File: src/rtl/bv_responder.sv
`timescale 1ns/1ps
// Bill-validator slave responder.
// Parses host frames (02 03 06 CMD CRCL CRCH), tracks the validator status,
// and answers POLL commands after a fixed delay through a handshaked UART
// transmitter.
module bv_responder #(
   parameter int TIMEOUT_CYCLES = 10000,
   parameter int RESP_DELAY     = 2000
) (
   input  logic       CLK_10MHZ,
   input  logic       RST,
   input  logic [7:0] rx_data,
   input  logic       rx_ready,
   output logic [7:0] tx_data,
   output logic       tx_start,
   input  logic       tx_busy,
   input  logic       enable,
   input  logic       bill_insert,
   input  logic [1:0] bill_code,
   output logic [7:0] bv_state,
   output logic [7:0] crc_err_cnt
);

   localparam int TW = (TIMEOUT_CYCLES > 1) ? $clog2(TIMEOUT_CYCLES + 1) : 1;
   localparam int DW = (RESP_DELAY > 1) ? $clog2(RESP_DELAY + 1) : 1;

   localparam logic [7:0] ST_POWER_UP  = 8'h10;
   localparam logic [7:0] ST_INIT      = 8'h13;
   localparam logic [7:0] ST_DISABLED  = 8'h19;
   localparam logic [7:0] ST_IDLE      = 8'h14;
   localparam logic [7:0] ST_ACCEPTING = 8'h15;
   localparam logic [7:0] ST_STACKING  = 8'h17;

   localparam logic [7:0] CMD_RESET = 8'h30;
   localparam logic [7:0] CMD_POLL  = 8'h33;
   localparam logic [7:0] CMD_ACK   = 8'h00;

   typedef enum logic [2:0] {P_HUNT, P_SYNC1, P_LEN, P_CMD, P_CRC0, P_CRC1} parse_e;
   typedef enum logic [2:0] {T_IDLE, T_DELAY, T_LOAD, T_WAIT_HI, T_WAIT_LO} tx_e;
   typedef enum logic [1:0] {EV_NONE, EV_BILL, EV_REJECT} evt_e;

   // CRC-16, reflected polynomial 0x8408, one byte folded in LSB first.
   function automatic logic [15:0] crc_upd(input logic [15:0] c, input logic [7:0] b);
      logic [15:0] r;
      r = c ^ {8'h00, b};
      for (int i = 0; i < 8; i++) begin
         r = r[0] ? ((r >> 1) ^ 16'h8408) : (r >> 1);
      end
      return r;
   endfunction

   parse_e        parse_q, parse_d;
   logic [15:0]   crc_q, crc_d;
   logic [7:0]    cmd_q, cmd_d;
   logic [7:0]    crcl_q, crcl_d;
   logic [TW-1:0] tmo_q, tmo_d;
   logic          rx_ready_q, rx_ready_d;
   logic [7:0]    state_q, state_d;
   logic [7:0]    err_q, err_d;
   evt_e          evt_q, evt_d;
   logic [7:0]    bc_q, bc_d;
   logic [7:0]    resp_q [5];
   logic [7:0]    resp_d [5];
   logic [2:0]    resp_len_q, resp_len_d;

   tx_e           tx_st_q, tx_st_d;
   logic [DW-1:0] dly_q, dly_d;
   logic [2:0]    idx_q, idx_d;
   logic [15:0]   tcrc_q, tcrc_d;
   logic [7:0]    tx_data_q, tx_data_d;
   logic          tx_start_q, tx_start_d;

   logic          rx_stb;
   logic          resp_go;
   logic [7:0]    cur_byte;

   // Host bytes count only on a rising rx_ready while the link is ours to listen on.
   assign rx_stb = rx_ready & ~rx_ready_q & (tx_st_q == T_IDLE);

   assign tx_data     = tx_data_q;
   assign tx_start    = tx_start_q;
   assign bv_state    = state_q;
   assign crc_err_cnt = err_q;

   // Frame parser, inter-byte timeout, command execution and bill events.
   always_comb begin
      // NOTE: every variable gets its hold value first so no path leaves it unassigned (no latch).
      parse_d    = parse_q;
      crc_d      = crc_q;
      cmd_d      = cmd_q;
      crcl_d     = crcl_q;
      tmo_d      = tmo_q;
      rx_ready_d = rx_ready;
      state_d    = state_q;
      err_d      = err_q;
      evt_d      = evt_q;
      bc_d       = bc_q;
      resp_d     = resp_q;
      resp_len_d = resp_len_q;
      resp_go    = 1'b0;

      if (parse_q != P_HUNT) begin
         if (rx_stb) begin
            tmo_d = '0;
         end else if (tmo_q == TW'(TIMEOUT_CYCLES - 1)) begin
            tmo_d   = '0;
            parse_d = P_HUNT;
         end else begin
            tmo_d = tmo_q + TW'(1);
         end
      end

      if (bill_insert && state_q == ST_IDLE && evt_q == EV_NONE) begin
         if (bill_code != 2'd0) begin
            state_d = ST_ACCEPTING;
            bc_d    = {6'd0, bill_code} + 8'd1;
         end else begin
            evt_d = EV_REJECT;
         end
      end

      if (rx_stb) begin
         unique case (parse_q)
            P_HUNT: begin
               if (rx_data == 8'h02) begin
                  crc_d   = crc_upd(16'h0000, rx_data);
                  tmo_d   = '0;
                  parse_d = P_SYNC1;
               end
            end
            P_SYNC1: begin
               crc_d   = crc_upd(crc_q, rx_data);
               parse_d = (rx_data == 8'h03) ? P_LEN : P_HUNT;
            end
            P_LEN: begin
               crc_d   = crc_upd(crc_q, rx_data);
               parse_d = (rx_data == 8'h06) ? P_CMD : P_HUNT;
            end
            P_CMD: begin
               crc_d   = crc_upd(crc_q, rx_data);
               cmd_d   = rx_data;
               parse_d = P_CRC0;
            end
            P_CRC0: begin
               crcl_d  = rx_data;
               parse_d = P_CRC1;
            end
            P_CRC1: begin
               parse_d = P_HUNT;
               if ({rx_data, crcl_q} != crc_q) begin
                  if (err_q != 8'hFF) err_d = err_q + 8'd1;
               end else begin
                  unique case (cmd_q)
                     CMD_RESET: begin
                        state_d = ST_INIT;
                        evt_d   = EV_NONE;
                     end
                     CMD_ACK: evt_d = EV_NONE;
                     CMD_POLL: begin
                        resp_go   = 1'b1;
                        resp_d[0] = 8'h02;
                        resp_d[1] = 8'h03;
                        unique case (evt_q)
                           EV_BILL: begin
                              resp_d[2] = 8'h04; resp_d[3] = 8'h81; resp_d[4] = bc_q;
                              resp_len_d = 3'd5;
                           end
                           EV_REJECT: begin
                              resp_d[2] = 8'h04; resp_d[3] = 8'h1C; resp_d[4] = 8'h60;
                              resp_len_d = 3'd5;
                           end
                           default: begin
                              resp_d[2] = 8'h03; resp_d[3] = state_q; resp_d[4] = 8'h00;
                              resp_len_d = 3'd4;
                           end
                        endcase
                        unique case (state_q)
                           ST_INIT:      state_d = ST_DISABLED;
                           ST_DISABLED:  if (enable)  state_d = ST_IDLE;
                           ST_IDLE:      if (!enable) state_d = ST_DISABLED;
                           ST_ACCEPTING: state_d = ST_STACKING;
                           ST_STACKING: begin
                              state_d = ST_IDLE;
                              evt_d   = EV_BILL;
                           end
                           default: ;
                        endcase
                     end
                     default: ;
                  endcase
               end
            end
            default: parse_d = P_HUNT;
         endcase
      end
   end

   // Response engine: delay, then one byte per tx_busy rise/fall cycle, CRC appended.
   always_comb begin
      tx_st_q_hold: begin
         tx_st_d    = tx_st_q;
         dly_d      = dly_q;
         idx_d      = idx_q;
         tcrc_d     = tcrc_q;
         tx_data_d  = tx_data_q;
         tx_start_d = tx_start_q;
      end

      if (idx_q < resp_len_q) begin
         unique case (idx_q)
            3'd0:    cur_byte = resp_q[0];
            3'd1:    cur_byte = resp_q[1];
            3'd2:    cur_byte = resp_q[2];
            3'd3:    cur_byte = resp_q[3];
            default: cur_byte = resp_q[4];
         endcase
      end else if (idx_q == resp_len_q) begin
         cur_byte = tcrc_q[7:0];
      end else begin
         cur_byte = tcrc_q[15:8];
      end

      unique case (tx_st_q)
         T_IDLE: begin
            if (resp_go) begin
               tx_st_d = T_DELAY;
               dly_d   = '0;
               idx_d   = 3'd0;
               tcrc_d  = 16'h0000;
            end
         end
         T_DELAY: begin
            if (dly_q == DW'(RESP_DELAY - 1)) tx_st_d = T_LOAD;
            else                              dly_d   = dly_q + DW'(1);
         end
         T_LOAD: begin
            if (!tx_busy) begin
               tx_data_d  = cur_byte;
               tx_start_d = 1'b1;
               if (idx_q < resp_len_q) tcrc_d = crc_upd(tcrc_q, cur_byte);
               tx_st_d    = T_WAIT_HI;
            end
         end
         T_WAIT_HI: begin
            if (tx_busy) begin
               tx_start_d = 1'b0;
               tx_st_d    = T_WAIT_LO;
            end
         end
         T_WAIT_LO: begin
            if (!tx_busy) begin
               if (idx_q == resp_len_q + 3'd1) begin
                  tx_st_d = T_IDLE;
               end else begin
                  idx_d   = idx_q + 3'd1;
                  tx_st_d = T_LOAD;
               end
            end
         end
         default: tx_st_d = T_IDLE;
      endcase
   end

   // Control and status registers with synchronous reset.
   always_ff @(posedge CLK_10MHZ) begin
      // NOTE: non-blocking assignments so every flop samples the pre-edge values.
      if (RST) begin
         parse_q    <= P_HUNT;
         crc_q      <= 16'h0000;
         cmd_q      <= 8'h00;
         crcl_q     <= 8'h00;
         tmo_q      <= '0;
         rx_ready_q <= 1'b0;
         state_q    <= ST_POWER_UP;
         err_q      <= 8'h00;
         evt_q      <= EV_NONE;
         bc_q       <= 8'h00;
         resp_len_q <= 3'd4;
         tx_st_q    <= T_IDLE;
         dly_q      <= '0;
         idx_q      <= 3'd0;
         tcrc_q     <= 16'h0000;
         tx_data_q  <= 8'h00;
         tx_start_q <= 1'b0;
      end else begin
         parse_q    <= parse_d;
         crc_q      <= crc_d;
         cmd_q      <= cmd_d;
         crcl_q     <= crcl_d;
         tmo_q      <= tmo_d;
         rx_ready_q <= rx_ready_d;
         state_q    <= state_d;
         err_q      <= err_d;
         evt_q      <= evt_d;
         bc_q       <= bc_d;
         resp_len_q <= resp_len_d;
         tx_st_q    <= tx_st_d;
         dly_q      <= dly_d;
         idx_q      <= idx_d;
         tcrc_q     <= tcrc_d;
         tx_data_q  <= tx_data_d;
         tx_start_q <= tx_start_d;
      end
   end

   // Response payload storage.
   always_ff @(posedge CLK_10MHZ) begin
      // NOTE: payload bytes are pure data, always written before they are read, so they carry no reset.
      resp_q <= resp_d;
   end

endmodule

File: config.mk
export PLATFORM = sky130hd
export DESIGN_NAME = bv_responder
export DESIGN_NICKNAME = d
export VERILOG_FILES = /design/src/rtl/bv_responder.sv
export SDC_FILE = /design/constraint.sdc
export NUM_CORES = 1
export LEC_CHECK = 0
export ABC_AREA = 1
export CORE_ASPECT_RATIO = 0.8
export CORE_MARGIN = 1
export CORE_UTILIZATION = 50
export DETAILED_ROUTE_END_ITERATION = 7
export PLACE_DENSITY = 0.66
export REMOVE_ABC_BUFFERS = 1
export SETUP_SLACK_MARGIN = 0.5
export SLEW_MARGIN = 15
export SYNTH_ARGS = -nofsm -noshare
export SYNTH_HDL_FRONTEND = slang
export SYNTH_SLANG_ARGS = --single-unit
File: constraint.sdc
create_clock -name CLK_10MHZ -period 4.4 [get_ports CLK_10MHZ]
set_input_delay 0.88 -clock CLK_10MHZ [delete_from_list [all_inputs] [get_ports CLK_10MHZ]]
set_output_delay 0.88 -clock CLK_10MHZ [all_outputs]
set_load 0.02 [all_outputs]
# Word-level counts from Yosys, hierarchy flattened
# Cells that the tools add are included.
# op_classes
add_sub_neg,6
order_cmp,1
n_eq_ne,39
n_mux,86
n_bitwise,31
reduce_logical,29
# op_table
operator,n
2-to-1 mux 16 bit,28
2-to-1 mux 14 bit,6
2-to-1 mux 8 bit,9
NOT 2 -> 3 bit,23
case mux 16 bit (2 select lines),2
== test 8 x 5 -> 1 bit (second input constant),5
case mux 8 bit (5 select lines),1
2-to-1 mux 3 bit,13
case mux 19 bit (2 select lines),1
case mux 8 bit (4 select lines),1
bitwise XOR 16 x 8 -> 16 bit,2
case mux 3 bit (5 select lines),2
2-to-1 mux 11 bit,2
case mux 11 bit (2 select lines),1
== test 3 x 2 -> 1 bit (second input constant),6
2-to-1 mux 2 bit,9
!= test 2 bit (second input constant),9
== test 8 x 2 -> 1 bit (second input constant),2
== test 8 x 6 -> 1 bit (second input constant),2
!= test 16 bit,1
case mux 8 bit (2 select lines),1
AND reduction 4 bit,4
adder 14 x 1 -> 14 bit (second input constant),1
== test 14 bit (second input constant),1
other kinds (31),60
# word_totals
register_bits,145
in_bits,16

# Longest topological paths before layout
# Gate-level depths: netlist of the first run.
# logic_depth
ltp_word,23
depth_mapped,16

# Worst setup path before layout of the first run
# OpenSTA, ideal clock, no wires.
# synth_timing
kind,input-to-reg
startpoint,input rx_data[6]
endpoint,"register resp_q[0] in the netlist's numbering, enable pin"
setup_ns,0.364
t_arrival_ns,1.958
setup_slack_ns,2.078
cell_stages,9
path_buffers,0
path_cell_list,inv_1 > nand2_1 > nand2_1 > nand3_1 > nor2_1 > inv_1 > nor2_1 > nand3_2 > inv_1
# synth_between
elab_chain_cells,3
# synth_rtl
element,line_no,source
"start, declared",12,"input logic [7:0] rx_data,"
!= test 16 bit,150,"if ({rx_data, crcl_q} != crc_q) begin"
NOT 1 bit (no line),--,
AND reduction 4 bit (no line),--,
"end signal, assigned",309,resp_q <= resp_d;
"end, declared",62,logic [7:0] resp_q [5];
# No other way between the ends.
# A chain may end at the register's enable or synchronous reset.

# Final worst setup path of the first run
# layout_timing
startpoint,input rx_data[2]
endpoint,register tcrc_q[3]
# layout_between
elab_chain_cells,6
# layout_rtl
element,line_no,source
!= test 16 bit,150,
2-to-1 mux 1 bit,150,
2-to-1 mux 1 bit,123,unique case (parse_q)
2-to-1 mux 1 bit,122,if (rx_stb) begin
!= test 2 bit (no line),--,
AND reduction 4 bit (no line),--,
"end signal, assigned",300,tcrc_q <= tcrc_d;
"end, declared",69,"logic [15:0] tcrc_q, tcrc_d;"
# No other way between the ends.

==> results of run 1 <==
[flip-flops by register name, summed over array words and instances (netlist names), 11 cells and up, named ones only]
| register | cells |
|---|---|
| tmo_q | 14 |
| dly_q | 11 |
| resp_q | 14 |
| tcrc_q | 16 |
| crc_q | 16 |
[metal layers]
metal | vias up | share of wire [%] | GRT usage, %
met5 | - | 0 | 0
met4 | 0 | 0.71 | 6.51
met1 | 3002 | 54 | 37.0
met3 | 11 | 5.5 | 6.46
li1 | 3513 | - | -
met2 | 164 | 40 | 34.4
[worst paths after layout]
check / end / slack (ns) / depth (start not counted)
hold reg to reg: bc_q[1] / 0.45 / 2
hold / removal: bc_q[1] / 0.45 / 2
setup reg to reg: tcrc_q[0] / 1.87 / 11
setup / recovery: tcrc_q[3] / 1.48 / 13
[cell type report]
cell class	count	area [µm²]	share of cell area (%)
clock buffers	29	500	6.10
clock inverters	1	5.00	0.0610
inverters	125	474	5.78
multi-input cells	756	3860	47.0
flip-flops and latches	128	2700	32.9
well taps	180	225	2.75
repair buffers	46	440	5.37
[tightest hold or removal path: cells and delay by family, from the launching register on]
kind	cells	cell delay [ns]
flip-flops	1	0.29
buffers and inverters	1	0.06
AO/OA/AOI/OAI	1	0.05
[layout by cell type (no fill, tap or decap), types with 25 or more instances in the layout]
master / n
nand2_1: 241
inv_1: 121
dfxtp_1: 114
nand3_1: 111
nor2_1: 91
a21oi_1: 88
o21ai_0: 64
clkdlybuf4s50_1: 39
xor2_1: 25
nor3_1: 25
[power groups by stage]
stage	Sequential [W]	Clock, W	Combinational [W]
global route	0.00120	0.00131	0.000576
floorplan	0.00122	0	0.000364
detailed placement	0.00122	0	0.000499
CTS	0.00120	0.00126	0.000505
global placement	0.00122	0	0.000498
finish	0.00120	0.00124	0.000510
[per-stage QoR]
step	instance area (µm²)	hold slack, ns	setup slack, ns	utilization [%]
6_report	8200	0.453	1.48	59.5
5_1_grt	8200	0.494	1.28	59.5
4_1_cts	8200	0.457	1.51	59.5
3_5_place_dp	7700	0.449	1.06	55.8
3_3_place_gp	7700	0.445	1.13	55.8
2_1_floorplan	7030	0.432	2.05	-
[kinds of logic (layout without fill, tap and decap cells)]
family	after synthesis	after routing	synth area share, %
simple gates	512	512	31.9
compound gates	192	192	14.7
buf+inv	150	201	8.79
flops	128	128	37.6
xor+xnor	38	38	4.63
fa+ha+maj	14	14	2.44
==> flow_summary.toml, run 1 <==
[drt]
avgViaCountPerCell = 5.29
drc = 0
ant_nets = 0
drtPass1Iterations = 5
vias = 6690
wl_per_cell_um = 13.7
wl_um = 17400
drt_iter0_drc = 457

[power]
p_switching_w = 0.000850
p_per_area_nw_per_um2 = 359
p_total_w = 0.00295
combPwrFrac_pct = 17.3
p_clk_share_pct = 42.0
p_leak_nw = 3.24
ir_drop_mv = 0.279
p_int_w = 0.00210
seqPwrFrac_pct = 40.7
swShare_pct = 28.8

[place]
place_hpwl_um = 12400
dp_cells = 1235
place_congestion = 0.878
io_buffers = 40

[worst_setup_path]
crit_buf_inv = 3
cp_top_family = "simple AND/OR/NAND/NOR gates"
r2r_start = "idx_q[0]"
worstPathCellList = "clkdlybuf4s50_1, inv_1, nor2_1, nor3_1, nand2_1, nor2_1, nand3_2, nand2_4, nand2_2, nand2_1, nand3_1, nand2_1, inv_1"
cpMostUsedCell = "nand2_1"
cp-end-kind = "flip-flop"
critPathMaxFanout = 16
cpPeakStageDelay_ns = 0.55
crit_path_top_delay_cell = "clkdlybuf4s50_1"
cp.required_ns = 4.72
arrival_ns = 3.23
criticalPathCategory = "input pin to flip-flop"
cp-startpoint = "rx_data[2]"
startpoint_type = "input pin"

[job]
maxCapViolCount = 0

[global_routing]
grt_max_degree = 39
grt_usage_pct = 24.7
antenna_found_initial = 0
grt_pass1_vias = 5827
gr-total-overflow = 0
grt_pass1_wl_um = 28400

[synthesis]
synth_edf_count = 14
synthArstFlopShare_pct = 0
ys_types = 48
ys_top_cells_by_area = "dfxtp_1, nand2_1, nand3_1"
netlist_area_um2 = 7190
yosys_warnings = 0
netlist.area_leader.share_pct = 31.7
yosys-top-cells-count = "nand2_1, inv_1, dfxtp_1, nand3_1, nor2_1"
synth_top_cell_by_area = "dfxtp_1"
synth.most_common_cell = "nand2_1"
postSynthAreaPerCell_um2 = 6.95
ys_ff_latch = 128
synthCells = 1034
yosys_most_used_dff = "dfxtp_1"
yosysSeqAreaShare_pct = 37.6

[floorplanning]
dieArea_um2 = 14900
placementRows = 38
initial_utilization_pct = 52.2
fp.dieW_um = 136
die_h_um = 109
core_um2 = 13800
pin_count = 41

[timing]
totalNegativeSetupSlack_ns = 0
worst_pin_slew_ns = 0.772
finalHoldViolations = 0
skew_ns = 0.00958
fin_crit_sh_pct = 66.3
period_needed_ns = 2.92
drv_slew = 0
rsz0062_at_grt = "false"
setup_viol = 0
timing.fmax_mhz = 343
relSlewSlack_pct = 48.1

[cts]
cts_sinks = 128
cts-root-buf = "clkbuf_16"
insertion_delay_ns = 0.42
cts_max_level = 4
cts_tree = "built"
clock_path_buffers = 2
cts_buffers = 17
post_cts_resized = 0
postCtsSetupBuffers = 0
ctsHoldBuffers = 0
clkTransAtPathRegs_ns = 0.05

[worst_hold_path]
worstHoldPathType = "flip-flop to flip-flop"
worstHoldStart = "bc_q[1]"

[final_layout]
fin_nets = 1104
syn_to_final_growth_pct = 14.1
final_cell_count_no_fill = 1265
drive_gt1_share_pct = 4.98
fill_cells = 1347
n_antenna_cell = 0

[outcome]
status = "complete, no violations"
Power figures use the tool's default switching activity.
==> run 2: changes to the inputs <==
- clock period: 4.4 -> 2.9 ns (I/O delays scaled with it)
==> flow_summary.toml, run 2 (synthesized netlist as in run 1, its figures left out) <==
[worst_setup_path]
crit_path_top_delay_cell = "clkdlybuf4s50_1"
arrival_ns = 2.58
criticalPathCategory = "input pin to flip-flop"
ff2ff_path_depth = 11
cp.required_ns = 3.26
cpPeakStageDelay_ns = 0.48
r2r_start = "idx_q[1]"
crit_buf_inv = 5
crit-reg2reg-capture = "tcrc_q[5]"
cpMostUsedCell = "a21oi_1"
cp_top_family = "buffers and inverters"
startpoint_type = "input pin"
critPathMaxFanout = 23
r2r_slack_ns = 0.71
cp-end-kind = "flip-flop"
worstPathCellList = "clkdlybuf4s50_1, inv_1, buf_4, nand4_1, nor2_1, a21oi_1, nor3_4, buf_12, inv_4, nor2_2, o21ai_1, a21oi_1"

[worst_hold_path]
worstHoldStart = "bc_q[0]"
min_to = "bc_q[0]"
hold_depth = 2
worstHoldPathType = "flip-flop to flip-flop"

[cts]
cts_buffers = 17
cts_tree = "built"
cts_sinks = 128
cts-root-buf = "clkbuf_16"
cts_max_level = 4
clock_path_buffers = 2
postCtsSetupBuffers = 0
insertion_delay_ns = 0.42
clkTransAtPathRegs_ns = 0.06

[floorplanning]
fp.dieW_um = 136
dieArea_um2 = 14900
initial_utilization_pct = 52.2
core_um2 = 13800
placementRows = 38
die_h_um = 109
pin_count = 41

[power]
ir_drop_mv = 0.422
p_leak_nw = 3.41
p_per_area_nw_per_um2 = 547

[timing]
setup_viol = 0
rsz0062_at_grt = "true"
totalNegativeSetupSlack_ns = 0
timing.fmax_mhz = 449
skew_ns = 0.00919
finalHoldViolations = 0
worst_pin_slew_ns = 0.646
drv_slew = 0
fin_crit_sh_pct = 76.7
period_needed_ns = 2.23
relSlewSlack_pct = 56.5

[place]
place_hpwl_um = 12500
place_congestion = 0.902
dp_cells = 1252
io_buffers = 40

[final_layout]
n_antenna_cell = 0
layout_commonest_cell = "nand2_1"
fin_nets = 1121
drive_gt1_share_pct = 7.80
syn_to_final_growth_pct = 17.9
final_cell_mix = "nand2_1, inv_1, dfxtp_1"
reg.largest.list = "crc_q x16, tcrc_q x16"
fill_cells = 1281
final_cell_count_no_fill = 1283

[drt]
drt_iter0_drc = 492
vias = 6704
drc = 0
ant_nets = 0
wl_per_cell_um = 13.7
drtPass1Iterations = 5
wl_um = 17600
avgViaCountPerCell = 5.23

[job]
maxCapViolCount = 0

[global_routing]
antenna_found_initial = 0
grt_usage_pct = 25.0
grt_pass1_vias = 5909
grt_pass1_wl_um = 28800
gr-total-overflow = 0
grt_max_degree = 29

[outcome]
status = "complete, no violations"
## run 2: power by group
group	internal (W)	switching, W	leakage, nW	total (W)
combinational	0.000225	0.000483	2.06	0.000708
clock	0.00133	0.000773	0.290	0.00211
sequential	0.00180	0.0000204	1.06	0.00182
total	0.00336	0.00128	3.41	0.00464
## run 2: per-layer routing
metal / GRT usage, % / part of all wire, % / wire length (µm)
met4: 8.33 / 1.1 / 187
met1: 37.0 / 53 / 9340
met5: 0 / 0 / 0
met2: 35.9 / 40 / 7110
met3: 4.70 / 5.3 / 927
## run 2: stage by stage
stage	area (µm²)	util, %	setup WS [ns]	power [W]	hold WS [ns]
floorplan	7030	-	0.838	0.00234	0.432
global placement	7850	56.9	0.140	0.00254	0.443
detailed placement	7850	56.9	0.0936	0.00254	0.445
CTS	8440	61.2	0.508	0.00464	0.454
global route	8480	61.5	0.480	0.00482	0.479
finish	8480	61.5	0.674	0.00464	0.453
## run 2: how the worst max path moves through the flow
stage / cells past startpoint / startpoint / slack, ns / to
finish: 12 / rx_data[5] / 0.67 / crc_q[3]
global route: 12 / idx_q[1] / 0.48 / tcrc_q[0]
CTS: 15 / rx_data[4] / 0.51 / tcrc_q[3]
detailed placement: 14 / rx_data[7] / 0.09 / tcrc_q[3]
global placement: 14 / rx_data[7] / 0.14 / tcrc_q[3]
floorplan: 6 / flip-flop / 0.84 / resp_q[0]
## run 2: layout make-up
| type | instances | area, µm² | area share, % |
|---|---|---|---|
| Clock buffer | 27 | 533 | 6.29 |
| Clock inverter | 4 | 46.3 | 0.546 |
| Inverter | 125 | 474 | 5.59 |
| Multi-Input combinational cell | 756 | 3900 | 46.0 |
| Sequential cell | 128 | 2700 | 31.9 |
| Tap cell | 180 | 225 | 2.66 |
| Timing Repair Buffer | 63 | 593 | 7.00 |
## run 2: tightest hold or removal path, cell delays in order, from the launching register on
cell and delay [ns]:
dfxtp_1 0.29, inv_1 0.06, a21oi_1 0.05
## run 2: what timing repair did
action | CTS | global route
resized for setup | 2 | 12
hold buffers | 0 | 0
setup endpoints to repair | 8 | 56
